===== src/rtl/drum_mixer_pkg.sv =====
// Shared types and defaults for the drum_mixer one-shot sample player.
package drum_mixer_pkg;

  typedef enum logic [1:0] {
    StIdle,
    StLoad,
    StPlay
  } voice_state_t;

  localparam int unsigned DefNch       = 4;
  localparam int unsigned DefSampleW   = 8;
  localparam int unsigned DefAddrW     = 12;
  localparam int unsigned DefSampleLen = 4000;
  localparam int unsigned DefClkDiv    = 250;

  // Extra sum bits so that NCH full-scale samples cannot wrap before saturation.
  function automatic int unsigned mix_guard_w(int unsigned nch);
    return $clog2(nch);
  endfunction

endpackage


===== src/rtl/drum_mixer_if.sv =====
// Trigger/ROM/audio bundle of drum_mixer; the vol field exists only with DRUM_MIXER_VOLUME_EN.
interface drum_mixer_if
  import drum_mixer_pkg::*;
#(
  parameter int unsigned NCH      = DefNch,
  parameter int unsigned SAMPLE_W = DefSampleW,
  parameter int unsigned ADDR_W   = DefAddrW
);

  logic [NCH-1:0]          trig;
  logic [NCH*ADDR_W-1:0]   rom_addr;
  logic [NCH*SAMPLE_W-1:0] rom_data;
`ifdef DRUM_MIXER_VOLUME_EN
  logic [2*NCH-1:0]        vol;
`endif
  logic [NCH-1:0]          active;
  logic [SAMPLE_W-1:0]     mix;
  logic                    mix_valid;
  logic                    clip;
  logic                    pwm_out;

`ifdef DRUM_MIXER_VOLUME_EN
  modport master (
    output trig, rom_data, vol,
    input  rom_addr, active, mix, mix_valid, clip, pwm_out
  );
  modport slave (
    input  trig, rom_data, vol,
    output rom_addr, active, mix, mix_valid, clip, pwm_out
  );
`else
  modport master (
    output trig, rom_data,
    input  rom_addr, active, mix, mix_valid, clip, pwm_out
  );
  modport slave (
    input  trig, rom_data,
    output rom_addr, active, mix, mix_valid, clip, pwm_out
  );
`endif

endinterface


===== src/rtl/drum_voice.sv =====
// One voice of drum_mixer: trigger-driven IDLE/LOAD/PLAY FSM and sample address counter.
module drum_voice
  import drum_mixer_pkg::*;
#(
  parameter int unsigned ADDR_W     = DefAddrW,
  parameter int unsigned SAMPLE_LEN = DefSampleLen
) (
  input  logic              clk,
  input  logic              rst,
  input  logic              trig_edge,
  input  logic              tick,
  output logic [ADDR_W-1:0] addr,
  output logic              playing,
  output logic              active
);

  localparam logic [ADDR_W-1:0] LastAddr = ADDR_W'(SAMPLE_LEN - 1);

  voice_state_t      state_q, state_d;
  logic [ADDR_W-1:0] addr_q, addr_d;

  always_ff @(posedge clk) begin
    if (rst) begin
      state_q <= StIdle;
      addr_q  <= '0;
    end else begin
      state_q <= state_d;
      addr_q  <= addr_d;
    end
  end

  // A trigger edge restarts the voice from any state and takes priority over a tick.
  always_comb begin
    state_d = state_q;
    addr_d  = addr_q;
    if (trig_edge) begin
      state_d = StLoad;
      addr_d  = '0;
    end else begin
      unique case (state_q)
        StIdle: ;
        StLoad: state_d = StPlay;
        StPlay: begin
          if (tick) begin
            if (addr_q == LastAddr) begin
              state_d = StIdle;
              addr_d  = '0;
            end else begin
              addr_d = addr_q + 1'b1;
            end
          end
        end
        default: begin
          state_d = StIdle;
          addr_d  = '0;
        end
      endcase
    end
  end

  assign addr    = addr_q;
  assign playing = (state_q == StPlay);
  assign active  = (state_q != StIdle);

endmodule


===== src/rtl/drum_mixer.sv =====
// N-voice one-shot sample player with saturating mixer and PWM DAC output.
// Define DRUM_MIXER_VOLUME_EN to enable per-voice right-shift attenuation via bus.vol.
module drum_mixer
  import drum_mixer_pkg::*;
#(
  parameter int unsigned NCH        = DefNch,
  parameter int unsigned SAMPLE_W   = DefSampleW,
  parameter int unsigned ADDR_W     = DefAddrW,
  parameter int unsigned SAMPLE_LEN = DefSampleLen,
  parameter int unsigned CLK_DIV    = DefClkDiv
) (
  input logic         clk,
  input logic         rst,
  drum_mixer_if.slave bus
);

  localparam int unsigned DivW = $clog2(CLK_DIV);
  localparam int unsigned SumW = SAMPLE_W + mix_guard_w(NCH);
  localparam logic [SumW-1:0] MixMax = SumW'({SAMPLE_W{1'b1}});

  logic [DivW-1:0]                div_q;
  logic                           tick;
  logic [NCH-1:0]                 trig_q;
  logic [NCH-1:0]                 trig_edge;
  logic [NCH-1:0]                 playing;
  logic [NCH-1:0]                 active;
  logic [NCH-1:0][ADDR_W-1:0]     voice_addr;
  logic [SumW-1:0]                sum;
  logic [SAMPLE_W-1:0]            term;
  logic [SAMPLE_W-1:0]            mix_q;
  logic                           mix_valid_q;
  logic                           clip_q;
  logic [SAMPLE_W-1:0]            pwm_cnt_q;
  logic                           pwm_q;

  assign tick = (div_q == DivW'(CLK_DIV - 1));

  always_ff @(posedge clk) begin
    if (rst) begin
      div_q <= '0;
    end else if (tick) begin
      div_q <= '0;
    end else begin
      div_q <= div_q + 1'b1;
    end
  end

  // All-ones reset keeps a trigger held through reset from firing.
  always_ff @(posedge clk) begin
    if (rst) begin
      trig_q <= '1;
    end else begin
      trig_q <= bus.trig;
    end
  end

  assign trig_edge = bus.trig & ~trig_q;

  for (genvar i = 0; i < NCH; i++) begin : g_voice
    drum_voice #(
      .ADDR_W     (ADDR_W),
      .SAMPLE_LEN (SAMPLE_LEN)
    ) u_voice (
      .clk       (clk),
      .rst       (rst),
      .trig_edge (trig_edge[i]),
      .tick      (tick),
      .addr      (voice_addr[i]),
      .playing   (playing[i]),
      .active    (active[i])
    );
  end

  assign bus.rom_addr = voice_addr;
  assign bus.active   = active;

  // A voice being retriggered this cycle is already heading to LOAD, so it adds nothing.
  always_comb begin
    sum  = '0;
    term = '0;
    for (int i = 0; i < NCH; i++) begin
      term = bus.rom_data[i*SAMPLE_W +: SAMPLE_W];
`ifdef DRUM_MIXER_VOLUME_EN
      term = term >> bus.vol[2*i +: 2];
`endif
      if (playing[i] && !trig_edge[i]) begin
        sum = sum + SumW'(term);
      end
    end
  end

  always_ff @(posedge clk) begin
    if (rst) begin
      mix_q       <= '0;
      mix_valid_q <= 1'b0;
      clip_q      <= 1'b0;
    end else if (tick) begin
      mix_q       <= (sum > MixMax) ? {SAMPLE_W{1'b1}} : sum[SAMPLE_W-1:0];
      mix_valid_q <= 1'b1;
      clip_q      <= (sum > MixMax);
    end else begin
      mix_valid_q <= 1'b0;
      clip_q      <= 1'b0;
    end
  end

  always_ff @(posedge clk) begin
    if (rst) begin
      pwm_cnt_q <= '0;
      pwm_q     <= 1'b0;
    end else begin
      pwm_cnt_q <= pwm_cnt_q + 1'b1;
      pwm_q     <= (pwm_cnt_q < mix_q);
    end
  end

  assign bus.mix       = mix_q;
  assign bus.mix_valid = mix_valid_q;
  assign bus.clip      = clip_q;
  assign bus.pwm_out   = pwm_q;

endmodule


===== src/flat_wrapper.sv =====
// flat-port wrapper written by rule: the top's interface ports become plain ports
module drum_mixer_flat import drum_mixer_pkg::*;
#(
  parameter int unsigned NCH        = DefNch,
  parameter int unsigned SAMPLE_W   = DefSampleW,
  parameter int unsigned ADDR_W     = DefAddrW,
  parameter int unsigned SAMPLE_LEN = DefSampleLen,
  parameter int unsigned CLK_DIV    = DefClkDiv
)
  (clk, rst, bus_trig, bus_rom_data, bus_rom_addr, bus_active, bus_mix, bus_mix_valid, bus_clip, bus_pwm_out);
  drum_mixer_if #(.NCH(NCH), .SAMPLE_W(SAMPLE_W), .ADDR_W(ADDR_W)) bus_i ();
  input logic clk;
  input logic rst;
  input wire logic [$bits(bus_i.trig)-1:0] bus_trig;
  input wire logic [$bits(bus_i.rom_data)-1:0] bus_rom_data;
  output wire logic [$bits(bus_i.rom_addr)-1:0] bus_rom_addr;
  output wire logic [$bits(bus_i.active)-1:0] bus_active;
  output wire logic [$bits(bus_i.mix)-1:0] bus_mix;
  output wire logic [$bits(bus_i.mix_valid)-1:0] bus_mix_valid;
  output wire logic [$bits(bus_i.clip)-1:0] bus_clip;
  output wire logic [$bits(bus_i.pwm_out)-1:0] bus_pwm_out;
  assign bus_i.trig = bus_trig;
  assign bus_i.rom_data = bus_rom_data;
  assign bus_rom_addr = bus_i.rom_addr;
  assign bus_active = bus_i.active;
  assign bus_mix = bus_i.mix;
  assign bus_mix_valid = bus_i.mix_valid;
  assign bus_clip = bus_i.clip;
  assign bus_pwm_out = bus_i.pwm_out;
  drum_mixer #(.NCH(NCH), .SAMPLE_W(SAMPLE_W), .ADDR_W(ADDR_W), .SAMPLE_LEN(SAMPLE_LEN), .CLK_DIV(CLK_DIV)) u_core (.clk(clk), .rst(rst), .bus(bus_i));
endmodule

===== config.mk =====
export PLATFORM = sky130hd
export DESIGN_NAME = drum_mixer_flat
export DESIGN_NICKNAME = d
export VERILOG_FILES = /design/src/rtl/drum_mixer_pkg.sv /design/src/rtl/drum_mixer_if.sv /design/src/rtl/drum_voice.sv /design/src/rtl/drum_mixer.sv /design/src/flat_wrapper.sv
export SDC_FILE = /design/constraint.sdc
export NUM_CORES = 1
export LEC_CHECK = 0
export BUFFER_PORTS_ARGS = -buffer_cell sky130_fd_sc_hd__buf_2
export CAP_MARGIN = 0
export CORE_ASPECT_RATIO = 0.8
export CORE_MARGIN = 2
export CORE_UTILIZATION = 41
export DETAILED_ROUTE_END_ITERATION = 16
export GPL_ROUTABILITY_DRIVEN = 0
export PLACE_DENSITY = 0.58
export SLEW_MARGIN = 20
export SYNTH_ARGS = -nofsm -noshare
export SYNTH_HDL_FRONTEND = slang
export SYNTH_SLANG_ARGS = --single-unit

===== constraint.sdc =====
create_clock -name clk -period 6.1 [get_ports clk]
set_clock_uncertainty 0.05 [all_clocks]
set_input_delay 0.61 -clock clk [delete_from_list [all_inputs] [get_ports clk]]
set_output_delay 0.61 -clock clk [all_outputs]
set_load 0.01 [all_outputs]

==> impl_metrics.py <==
metrics = {
    "floorplanning": {
        "std_cell_rows": 37,
        "core_area_sq_um": 12700,
        "die_y_microns": 105,
        "start_util_pct": 41.4,
        "fp.dieW_microns": 131,
        "ios": 101,
        "die_area_sq_um": 13800,
    },
    "setup_path": {
        "crit_top_cell": "ha_1",
        "crit_path_end_kind": "flop",
        "critPathSlowestCell": "fa_1",
        "arrival_ns": 5.56,
        "critical_path_buf_inv_count": 2,
        "critPathLaunchType": "flop",
        "critPathMaxFanout": 9,
        "slowest_delay_ns": 0.47,
        "path_class": "reg2reg",
        "cp_cell_sequence": "nand2b_1, nor2b_1, and2_1, ha_1, inv_1, fa_1, nor2_1, a21oi_1, inv_1, ha_1, a21o_1, a22oi_1, nor2b_1, xnor2_1, mux2_2, ha_1, nand2_1, o21ai_0, a31oi_1, nor2_1, xnor2_1, a211o_1, a2bb2oi_4, o31ai_1",
        "required_ns": 6.25,
        "path_delay_family": "compound AO/OA/AOI/OAI gates",
    },
    "timing": {
        "finalCritPeriodShare_pct": 88.7,
        "max_slew_margin_pct": 48.1,
        "finalCriticalPeriod_ns": 5.41,
        "tns_ns": 0,
        "worst_slew_pin_slew_ns": 0.777,
        "clock.fmax_mhz": 185,
        "setup_violations": 0,
        "holdWs_ns": 0.414,
        "rsz0062_at_grt": "no",
        "slew_viol_final": 0,
        "hold_viol_final": 0,
    },
    "drt": {
        "via_per_inst": 5.26,
        "wl_mm": 12.9,
        "dr_wl_met2_mm": 5.69,
        "wl_met1_mm": 6.37,
        "drtAntennaViolNets": 0,
        "drt_iter0_markers": 252,
        "avgRoutedWirePerCell_microns": 13.9,
        "remaining_drc_errors": 0,
        "routed-wl-met3_microns": 680,
        "routed.top_layer": "met4",
        "via_count": 4861,
        "detail_route.first_pass.iterations": 4,
    },
    "clock_network": {
        "cts_hold_buf": 0,
        "cts_setup_buffers": 0,
        "cts_tree": "done",
        "cts_inserted_buffers": 9,
        "h-tree-depth": 3,
        "clk_latency_ns": 0.34,
        "ctsResizeCount": 0,
        "clk_path_buf_depth": 2,
        "clockRootBuffer": "clkbuf_16",
        "cts.reportedPaths.clkPinSlew_ns": 0.06,
        "clock_sinks": 87,
    },
    "min_path": {
        "hp-class": "reg2reg",
    },
    "power": {
        "p_leak_nw": 2.70,
        "p_per_area_nw_per_um2": 202,
        "p_total_mw": 1.26,
        "peakVddDrop_uv": 131,
    },
    "global_routing": {
        "grt_pass1_vias": 4545,
        "antenna_found_initial": 0,
        "gr-total-overflow": 0,
        "grtUsageTotal_pct": 18.9,
        "grt_max_degree": 32,
        "grt_pass1_wl_mm": 21.1,
    },
    "synth": {
        "async_flop_share_pct": 0,
        "syn_avg_cell_area_sq_um": 8.13,
        "synthesis.nets": 729,
        "ys.warnings.count": 0,
        "synth_top_area_share_pct": 33.0,
        "synthTopCellsByArea": "dfxtp_1, ha_1, nor2_1",
        "yosysSeqAreaShare_pct": 33.0,
        "synth-edff-count": 0,
        "synth_top_flop_cell": "dfxtp_1",
        "yosysUniqueCellTypes": 55,
        "netlist_area_sq_um": 5280,
        "synth_top_area_cell": "dfxtp_1",
        "synth-seq-cells": 87,
        "synthCells": 649,
    },
    "final_layout": {
        "area_delta_synth_final_pct": 18.1,
        "nFillCells": 1253,
        "nets": 825,
        "drive_gt1_share_pct": 18.3,
        "fin_area_sq_um": 6230,
        "instances_no_fill": 924,
        "num_antenna_cells": 0,
    },
    "status": {
        "status": "completed",
    },
    "placement": {
        "dp_hpwl_mm": 9.97,
        "dp_cells": 909,
        "place_area_sq_um": 5930,
        "port-buffer-count": 100,
    },
    "run": {
        "drv_cap": 0,
    },
}
-- placed cells by master (no fill, tap or decap), types with 14 or more instances in the layout --
master    synthesis  final
a211oi_1         14     14
a21oi_1          36     36
buf_2             1    100
dfxtp_1          87     87
ha_1             39     39
inv_1            27     27
nand2_1          45     45
nand2b_1         16     16
nand3_1          23     23
nor2_1          104    104
o21ai_0          36     36
xor2_1           39     39
-- per-stage QoR --
stage                     setup slack [ns]  util [%]
after global placement               0.510      46.6
final                                0.688      48.9
after detailed placement             0.380      46.6
after global routing                 0.257      48.9
after floorplan                      0.932         -
after CTS                            0.696      48.9
-- area by class of cell --
cell class / count / area, sq um / area share (%)
sequential: 87 / 1740 / 28.0
multi-input combinational: 518 / 3350 / 53.8
inverter: 27 / 101 / 1.63
clock inverter: 3 / 42.5 / 0.683
tap: 175 / 219 / 3.52
clock buffer: 12 / 256 / 4.12
timing repair buffer: 102 / 515 / 8.28
-- cell usage after synthesis (5+ instances only) --
library cell	instances
a211oi_1	14
a21o_1	10
a21oi_1	36
a31oi_1	5
and2_1	11
and3_1	9
clkbuf_1	10
dfxtp_1	87
ha_1	39
inv_1	27
mux2_2	6
nand2_1	45
nand2b_1	16
nand3_1	23
nand4_1	11
nor2_1	104
nor2b_1	13
o21a_1	9
o21ai_0	36
o21ai_1	6
o21bai_1	6
o31a_1	5
o31ai_1	6
or2_2	9
or3_1	11
xnor2_1	10
xor2_1	39
-- logic make-up after synthesis --
group / after synthesis / synth area share (%)
AND/OR/NAND/NOR: 265 / 24.3
AO/OA/AOI/OAI: 153 / 18.8
flip-flops: 87 / 33.0
XOR/XNOR: 49 / 8.14
buffers and inverters: 44 / 3.44
adder cells (fa/ha/maj): 42 / 10.4
multiplexers: 9 / 1.85
-- power by group --
part | internal (mW) | switching [mW]
Sequential | 0.576 | 0.00681
Combinational | 0.0537 | 0.0685
Clock | 0.337 | 0.218
Total | 0.966 | 0.293
-- sequential cells by signal (all words and copies together) (netlist names) --
register / count
u_core.g_voice.u_voice.addr: 48
u_core.bus.mix: 8
u_core.div_q: 8
u_core.g_voice.u_voice.state_q: 8
u_core.pwm_cnt_q: 8
u_core.trig_q: 4
u_core.bus.clip: 1
u_core.bus.mix_valid: 1
u_core.bus.pwm_out: 1
-- layer usage --
metal  vias to the layer above  global-route usage (%)
met1                      2260                    26.3
met2                       117                    29.3
li1                       2469                       -
met3                        15                    4.37
met5                         -                       0
met4                         0                    5.62
-- worst paths after layout --
kind	from	to	slack, ns	cells past startpoint
worst min-delay path	u_core.pwm_cnt_q[0]	u_core.pwm_cnt_q[0]	0.41	1
worst max register to register	u_core.g_voice[0].u_voice.state_q[0]	u_core.bus.mix[4]	0.69	24
worst max-delay path	u_core.g_voice[0].u_voice.state_q[0]	u_core.bus.mix[4]	0.69	24
worst min register to register	u_core.pwm_cnt_q[0]	u_core.pwm_cnt_q[0]	0.41	1
(Power assumes the default switching activity.)
